## src/rtl/bufmem_arbiter.sv

```systemverilog
// Arbitrates a single-port buffer RAM between host strobes (always win) and a stream requester.
// Optional stream stall statistics are enabled with `define BUFARB_STATS_EN.
module bufmem_arbiter #(
    parameter int DEPTH_LOG2 = 9,
    parameter int WIDTH      = 16
) (
    input  logic                  clk,
    input  logic                  reset,
    input  logic                  host_rd,
    input  logic                  host_wr,
    input  logic                  host_idx_wr,
    input  logic [WIDTH-1:0]      host_wdata,
    output logic [WIDTH-1:0]      host_rdata,
    output logic                  host_rvalid,
    output logic                  host_err,
    output logic [DEPTH_LOG2-1:0] index,
    input  logic                  strm_req,
    input  logic                  strm_we,
    input  logic [DEPTH_LOG2-1:0] strm_addr,
    input  logic [WIDTH-1:0]      strm_wdata,
    output logic                  strm_gnt,
    output logic [WIDTH-1:0]      strm_rdata,
    output logic                  strm_rvalid,
    output logic                  ram_en,
    output logic                  ram_we,
    output logic [DEPTH_LOG2-1:0] ram_addr,
    output logic [WIDTH-1:0]      ram_wdata,
    input  logic [WIDTH-1:0]      ram_rdata,
    output logic [15:0]           stall_cnt
);

    typedef enum logic [1:0] {
        TAG_NONE    = 2'd0,
        TAG_HOST_RD = 2'd1,
        TAG_STRM_RD = 2'd2,
        TAG_WR      = 2'd3
    } tag_t;

    tag_t                  tag1_q, tag2_q;
    tag_t                  tag1_d, tag2_d;
    logic                  en_d, we_d;
    logic [DEPTH_LOG2-1:0] addr_d, index_d;
    logic [WIDTH-1:0]      wdata_d;
    logic [WIDTH-1:0]      host_hold_q, strm_hold_q;
    logic                  host_any, host_multi;

    assign host_any   = host_rd | host_wr | host_idx_wr;
    assign host_multi = (host_wr & host_rd) | (host_wr & host_idx_wr) | (host_rd & host_idx_wr);
    assign strm_gnt   = strm_req & ~host_any;

    always_comb begin
        tag1_d  = TAG_NONE;
        tag2_d  = tag1_q;
        en_d    = 1'b0;
        we_d    = 1'b0;
        addr_d  = ram_addr;
        wdata_d = ram_wdata;
        index_d = index;
        if (host_wr) begin
            en_d    = 1'b1;
            we_d    = 1'b1;
            addr_d  = index;
            wdata_d = host_wdata;
            tag1_d  = TAG_WR;
            index_d = index + {{(DEPTH_LOG2-1){1'b0}}, 1'b1};
        end else if (host_rd) begin
            en_d    = 1'b1;
            addr_d  = index;
            tag1_d  = TAG_HOST_RD;
            index_d = index + {{(DEPTH_LOG2-1){1'b0}}, 1'b1};
        end else if (host_idx_wr) begin
            index_d = host_wdata[DEPTH_LOG2-1:0];
        end else if (strm_gnt) begin
            en_d    = 1'b1;
            we_d    = strm_we;
            addr_d  = strm_addr;
            wdata_d = strm_wdata;
            tag1_d  = strm_we ? TAG_WR : TAG_STRM_RD;
        end
    end

    always_ff @(posedge clk) begin
        if (reset) begin
            tag1_q      <= TAG_NONE;
            tag2_q      <= TAG_NONE;
            ram_en      <= 1'b0;
            ram_we      <= 1'b0;
            ram_addr    <= '0;
            ram_wdata   <= '0;
            index       <= '0;
            host_err    <= 1'b0;
            host_hold_q <= '0;
            strm_hold_q <= '0;
        end else begin
            tag1_q    <= tag1_d;
            tag2_q    <= tag2_d;
            ram_en    <= en_d;
            ram_we    <= we_d;
            ram_addr  <= addr_d;
            ram_wdata <= wdata_d;
            index     <= index_d;
            host_err  <= host_multi;
            if (tag2_q == TAG_HOST_RD) host_hold_q <= ram_rdata;
            if (tag2_q == TAG_STRM_RD) strm_hold_q <= ram_rdata;
        end
    end

    // RAM data is forwarded during the valid cycle so read latency stays at two;
    // the hold registers keep it stable until the next read of that owner.
    assign host_rvalid = (tag2_q == TAG_HOST_RD);
    assign strm_rvalid = (tag2_q == TAG_STRM_RD);
    assign host_rdata  = host_rvalid ? ram_rdata : host_hold_q;
    assign strm_rdata  = strm_rvalid ? ram_rdata : strm_hold_q;

`ifdef BUFARB_STATS_EN
    logic [15:0] stall_q;

    always_ff @(posedge clk) begin
        if (reset || host_idx_wr) begin
            stall_q <= 16'h0000;
        end else if (strm_req && !strm_gnt && stall_q != 16'hFFFF) begin
            stall_q <= stall_q + 16'h0001;
        end
    end

    assign stall_cnt = stall_q;
`else
    assign stall_cnt = 16'h0000;
`endif

endmodule

```

## config.mk

```make
export PLATFORM = sky130hd
export DESIGN_NAME = bufmem_arbiter
export DESIGN_NICKNAME = d
export VERILOG_FILES = /design/src/rtl/bufmem_arbiter.sv
export SDC_FILE = /design/constraint.sdc
export NUM_CORES = 1
export LEC_CHECK = 0
export BUFFER_PORTS_ARGS = -buffer_cell sky130_fd_sc_hd__clkbuf_2
export CORE_MARGIN = 2
export CORE_UTILIZATION = 45
export DETAILED_ROUTE_END_ITERATION = 10
export PLACE_DENSITY = 0.86
export SLEW_MARGIN = 20
export SYNTH_ARGS = -nofsm -noshare
export SYNTH_HDL_FRONTEND = slang
export SYNTH_SLANG_ARGS = --single-unit
```

## constraint.sdc

```tcl
create_clock -name clk -period 3.45 [get_ports clk]
set_input_delay 0.1725 -clock clk [delete_from_list [all_inputs] [get_ports clk]]
set_output_delay 0.1725 -clock clk [all_outputs]
set_load 0.03 [all_outputs]
```

-- Word level (Yosys, flattened, before mapping)
Cells that the tools add are included.
Widths: inputs -> output; s select.
- register bits after elaboration: 73
- input port bits: 64
- word-level logic and storage cells: 56
- add/sub/neg operators: 1
- equal/unequal tests: 5
- multiplexer cells: 26
- bitwise gates (word level): 9
- reductions and logical operators: 5
- operators by type and width (kind ; number):
    $mux 16 ; 6
    $mux 9 ; 7
    $add 9x1->9 const B ; 1
    $mux 1 ; 9
    $mux 2 ; 4
    $reduce_bool 3->1 ; 2
    $and 1x1->1 ; 4
    $or 1x1->1 ; 4
    $ne 3x3->1 const B ; 1
    $reduce_and 3->1 ; 1
    $eq 2x1->1 const B ; 1
    $eq 2x2->1 const B ; 1
    $ne 2x1->1 const B ; 1
    $ne 2x2->1 const B ; 1
    $reduce_and 2->1 ; 1
    $reduce_bool 2->1 ; 1
    $not 1->1 ; 1

-- Logic depth before layout (Yosys ltp)
Gate-level depths: netlist of run 1.
- depth after elaboration: 8
- depth in mapped cells: 5
- depth with buffers taken out: 4

-- Least setup slack after synthesis of run 1
No wires, ideal clock.
- kind: register to register
- start: reg tag2_q[0]
- end: reg host_hold_q[14]
- arrival time: 1.463 ns
- path slack: 1.859 ns
- cell stages (with the launch flop): 6
- buffers on the path: 2
- path through: dfxtp_1 nor2b_1 buf_2 buf_4 mux2_1 nor2b_1
- word-level cells in the longest chain between the ends: 2
- RTL lines (element ; RTL line ; source):
    from (decl) ; 39 ; tag_t tag1_q, tag2_q;
    from (signal assigned) ; 96 ; tag2_q <= tag2_d;
    $eq 2x1->1 ; -- ;
    net host_rvalid ; 14 ; output logic host_rvalid,
    $mux 16 ; -- ;
    net host_rdata[14] ; 13 ; output logic [WIDTH-1:0] host_rdata,
    to (signal assigned) ; 103 ; if (tag2_q == TAG_HOST_RD) host_hold_q <= ram_rdata;
    to (decl) ; 44 ; logic [WIDTH-1:0] host_hold_q, strm_hold_q;
The timed path passes the listed nets, and every way through them passes these cells.
A chain may end at the register's enable or synchronous reset.

-- Final worst setup path of run 1
- start: reg tag2_q[0]
- end: out host_rdata[9]
- word-level cells in the longest chain between the ends: 2
- RTL lines (element ; RTL line ; source):
    $eq 2x1->1 ; 110 ; assign host_rvalid = (tag2_q == TAG_HOST_RD);
    $mux 16 ; -- ;
    to (decl) ; 13 ;
Every way passes these cells.

==> results.ini, run 1 <==
[sta]
max_freq_mhz = 454.9
tightest_slew_ns = 1.032
hold_viol_final = 0
period_needed_ns = 2.198
slew_headroom = 0.3120
fin_tns_setup_ns = 0
slew_violations = 0
post-route-period-util = 0.6372
rsz0062_at_grt = no
setup_viol = 0
clock_skew_ns = 0.008485

[job]
maxCapViolations = 0

[clock_network]
clk_pin_slew_ns = 0.07
cts_tree = yes
clockBufferDepth = 2
numCtsBuffers = 9
clk_latency_ns = 0.34
post-cts-setup-buffers = 0
clock-sinks = 73
cts.repair.resized = 0
htree_num_levels = 3
cts_root_buf = clkbuf_8
postCtsHoldBufs = 0

[logic_synthesis]
synth_xor_area_frac = 0
ys_async_sr_fraction = 0
seq_area_frac_synth = 0.4429
ys_ff_latch = 73
synth_edf_count = 0
synth-adder-area-share = 0.003792
synth_mux_area_frac = 0.1911
yosysMostFrequentCell = dfxtp_1
syn_avg_cell_area_um2 = 10.06
synth_compound_area_frac = 0.1138
synth_cells = 328
yosys_warnings = 0
synth_top_cell_area_share = 0.4429
yosys-top-cells-count = 73 x dfxtp_1, 36 x nor2b_1, 31 x mux2_2, 30 x a211oi_1, 27 x mux2i_1
synth_largest_area_cell = dfxtp_1
synth_area_um2 = 3299
synth_top_family_by_area = multiplexers
synth-simple-area-share = 0.1627
synth_area_leaders = dfxtp_1 44%, mux2_2 11%, mux2i_1 8.2%
synth_cell_type_count = 43
synth_ff_type = dfxtp_1

[setup_path]
worstSetupPathType = register to output port
crit_path_start_kind = register
worst_setup_path_end_kind = output port
critPathMaxFanout = 17
cp.required_ns = 3.28
rr_startpoint = tag2_q[0]
r2r_cells = 3
ff2ff_setup_slack_ns = 1.67
critical_path_arrival_ns = 2.03
r2r-end = host_hold_q[13]

[floorplan]
die_w_um = 89.63
start_util = 0.4598
core_um2 = 7176
pin_count = 152
fp.dieH_um = 89.63
rows = 31
fp.dieArea_um2 = 8033

[worst_hold_path]
hold_path_end = tag1_q[0]
hold_depth = 3
hold_start = strm_we
min_path_type = primary input to register

[global_route]
grt_pass1_wl_um = 11850
track_usage = 0.1916
antenna_found_initial = 0
grt_overflow = 0
grt_pass1_vias = 2553
grt_max_degree = 50

[detailed_routing]
drcViolationCount = 0
routed_wirelength_um = 7994
viasPerCell = 5.036
vias = 2790
firstDrtPassIters = 4
drt.antenna.violating_nets = 0
routedWlPerCell_um = 14.43
drtIter0Drc = 56

[power]
p_clk_frac = 0.378
p_per_area_nw_per_um2 = 515.5
combPwrFrac = 0.194
swShare = 0.2918
p_leak_nw = 1.952
irDropWorstVdd_uv = 208.2
p_int_w = 0.001521
power_switching_w = 0.0006267
power_frac_seq = 0.428
p_total_w = 0.002148

[final_layout]
syn_to_final_growth_pct = 26.28
num-nets-final = 515
antennaDiodeCount = 0
drive_above_1_share = 0.4242

[placed_design]
io_buffers = 135
hpwlAfterDp_um = 5616
gp_congestion = 0.8310

[run_status]
outcome = complete, no violations

-- per-stage QoR --
step	instances	hold WS, ns	instance area (µm²)	util	worst slack, ns
floorplan	343	0.3132	3356	-	1.859
global placement	538	0.4210	3924	0.5468	1.666
detailed placement	538	0.4204	3924	0.5468	1.607
CTS	554	0.07043	4167	0.5806	1.218
global route	554	0.1234	4167	0.5806	1.116
finish	554	0.08883	4167	0.5806	1.252
-- cell type report --
class                   count  area, µm²
clock buffers              10      127.6
clock inverters             6      115.1
fillers                   630       3009
inverters                   6      22.52
multi-input cells         222       1618
flip-flops and latches     73       1461
well taps                  99      123.9
repair buffers            138      698.2
-- cells in the final DEF (no fill, tap or decap), types with 2 or more instances in the layout --
cell type,synthesis,final
mux2_2,31,31
nand4_1,2,2
nor3_1,20,20
o21ai_0,5,5
inv_1,6,6
mux2i_1,27,27
nor2b_1,36,35
nor2_1,14,14
a211oi_1,30,30
conb_1,1,16
buf_4,21,3
a21oi_1,5,5
clkbuf_8,0,9
bufinv_16,0,3
clkbuf_2,0,135
nor4_1,2,2
nand2_1,6,6
dfxtp_1,73,73
a31oi_1,3,3
nand2b_1,2,2
-- sequential cells by signal, summed over array words and instances, names as in the netlist --
register / flops
host_hold_q: 16
ram_wdata: 16
host_err: 1
ram_addr: 9
ram_en: 1
tag1_q: 2
ram_we: 1
tag2_q: 2
index: 9
strm_hold_q: 16
-- critical path, cell delays in order, from the launching register on --
cell and delay [ns]:
dfxtp_1 0.32, nor2b_2 0.75, mux2_2 0.43, clkbuf_2 0.18
-- routing by layer --
layer / vias to the layer above / track usage / routed length [µm]
met1: 1266 / 0.2213 / 3311
met4: 0 / 0.07870 / 147
met5: - / 0 / 0
li1: 1379 / - / -
met2: 133 / 0.3342 / 3855
met3: 12 / 0.05119 / 679
-- how the worst max path moves through the flow --
stage,startpoint,depth (start not counted),endpoint
floorplan,tag2_q[0],5,host_hold_q[14]
global placement,tag2_q[0],3,host_rdata[9]
detailed placement,tag2_q[0],3,host_rdata[7]
CTS,tag2_q[0],3,host_rdata[7]
global route,tag2_q[0],3,host_rdata[15]
finish,tag2_q[0],3,host_rdata[9]
-- power groups by stage --
stage	clock (W)	sequential (W)	combinational [W]
2_1_floorplan	0	0.000996	0.000252
3_3_place_gp	0	0.000936	0.000407
3_5_place_dp	0	0.000939	0.000417
4_1_cts	0.000830	0.000920	0.000419
5_1_grt	0.000870	0.000927	0.000448
6_report	0.000812	0.000920	0.000416
-- cell families after synthesis --
family                     Yosys count
DFF                                 73
muxes                               59
other                                1
adders and majority gates            1
and+or+nand+nor                     94
buffers and inverters               48
AOI/OAI and AO/OA                   52
No activity file was read; power rests on OpenSTA's default activity.
==> inputs of run 2 (changes only) <==
Settings changed: CORE_UTILIZATION 45 to 42, PLACE_DENSITY 0.86 to 0.85.
Clock period 3.45 ns to 2 ns, I/O delays scaled along.
==> results.ini, run 2 (same netlist as run 1, synthesis figures left out) <==
[run_status]
outcome = complete, no violations

[setup_path]
r2r_cells = 4
worstSetupPathType = register to output port
critPathMaxFanout = 17
crit_family = buffers and inverters
worst-path-buf-inv = 2
path_depth = 4
crit_slowest_cell = mux2_1
crit_chain = nor2b_2 > buf_4 > mux2_1 > clkbuf_2
max_stage_delay_ns = 0.39
critical_path_arrival_ns = 1.61
worst_setup_path_end_kind = output port
cp.required_ns = 1.90
crit_path_start_kind = register

[detailed_routing]
drcViolationCount = 0
routed_wirelength_um = 7932
firstDrtPassIters = 4
drt.antenna.violating_nets = 0
vias = 2849
viasPerCell = 5.069
drtIter0Drc = 67
routedWlPerCell_um = 14.11

[job]
maxCapViolations = 0

[final_layout]
drive_above_1_share = 0.4326
syn_to_final_growth_pct = 28.14
final_cell_mix = 135 x clkbuf_2, 73 x dfxtp_1, 35 x nor2b_1
layout_commonest_cell = clkbuf_2
largestRegisters = host_hold_q: 16 flops, ram_wdata: 16 flops, strm_hold_q: 16 flops
antennaDiodeCount = 0
fillerInstances = 715
num-nets-final = 520

[power]
swShare = 0.2784
combPwrFrac = 0.191
irDropWorstVdd_uv = 436.6
power_frac_seq = 0.420
p_int_w = 0.002724
p_per_area_nw_per_um2 = 893.0
power_switching_w = 0.001051
p_clk_frac = 0.388
p_leak_nw = 1.989

[sta]
clock_skew_ns = 0.004015
period_needed_ns = 1.708
slew_violations = 0
hold_viol_final = 0
slew_headroom = 0.4870
rsz0062_at_grt = no
fin_tns_setup_ns = 0
max_freq_mhz = 585.4
post-route-period-util = 0.8542
whs_ns = 0.02333
setup_viol = 0
tightest_slew_ns = 0.7695

[floorplan]
rows = 32
pin_count = 152
fp.dieArea_um2 = 8580
core_um2 = 7687
start_util = 0.4292
fp.dieH_um = 92.63
die_w_um = 92.63

[global_route]
grt_max_degree = 34
grt_overflow = 0
grt-busiest-layer = met2
grt_pass1_wl_um = 12130
grt_util_met3 = 0.05370
grt_pass1_vias = 2480
track_usage = 0.1821
antenna_found_initial = 0
grtUsageMet1 = 0.2260
grt_use_met2 = 0.2981

[clock_network]
clk_pin_slew_ns = 0.07
htree_num_levels = 3
postCtsHoldBufs = 0
clock-sinks = 73
clk_latency_ns = 0.34
numCtsBuffers = 9
post-cts-setup-buffers = 0
cts_root_buf = clkbuf_8
clockBufferDepth = 2
cts.repair.resized = 0
cts_tree = yes

[placed_design]
io_buffers = 135
gp_congestion = 0.8902
hpwlAfterDp_um = 5815

[worst_hold_path]
min_path_type = primary input to register
hold_depth = 3

-- run 2: worst min-delay path: stages --
cell and delay, ns:
clkbuf_2 0.09, a21oi_1 0.06, nor2_1 0.07
-- run 2: power groups by stage --
stage / Combinational, W / Sequential (W) / Clock, W
after floorplan: 0.000435 / 0.00172 / 0
after global placement: 0.000713 / 0.00162 / 0
after detailed placement: 0.000726 / 0.00162 / 0
after CTS: 0.000728 / 0.00159 / 0.00150
after global routing: 0.000773 / 0.00160 / 0.00157
final: 0.000723 / 0.00159 / 0.00147
-- run 2: cell type report --
cell class,count,area [µm²],share of cell area
inverter,6,22.52,0.005327
tap,102,127.6,0.03019
timing repair buffer,143,735.7,0.1740
multi-input combinational,222,1618,0.3827
clock buffer,12,165.2,0.03906
clock inverter,4,97.59,0.02308
sequential,73,1461,0.3457
-- run 2: final timing paths --
kind / from / endpoint / slack [ns]
setup reg to reg: index[0] / index[6] / 0.48
hold / removal: strm_we / tag1_q[0] / 0.02
setup / recovery: tag2_q[0] / host_rdata[14] / 0.29
hold reg to reg: tag1_q[1] / tag2_q[1] / 0.44
-- run 2: metal layers --
metal  routed length (µm)  vias to the layer above
li1                     -                     1383
met2                 3767                      126
met3                  570                       12
met4                  143                        0
met5                    0                        -
met1                 3450                     1328
-- run 2: per-stage QoR --
| step | cells | cell area, µm² | worst slack, ns | power (W) | utilization |
|---|---|---|---|---|---|
| finish | 562 | 4228 | 0.2917 | 0.003776 | 0.5500 |
| global route | 562 | 4228 | 0.1865 | 0.003939 | 0.5500 |
| CTS | 562 | 4228 | 0.2611 | 0.003817 | 0.5500 |
| detailed placement | 546 | 3965 | 0.5098 | 0.002346 | 0.5158 |
| global placement | 546 | 3965 | 0.5300 | 0.002329 | 0.5158 |
| floorplan | 343 | 3356 | 0.4090 | 0.002152 | - |
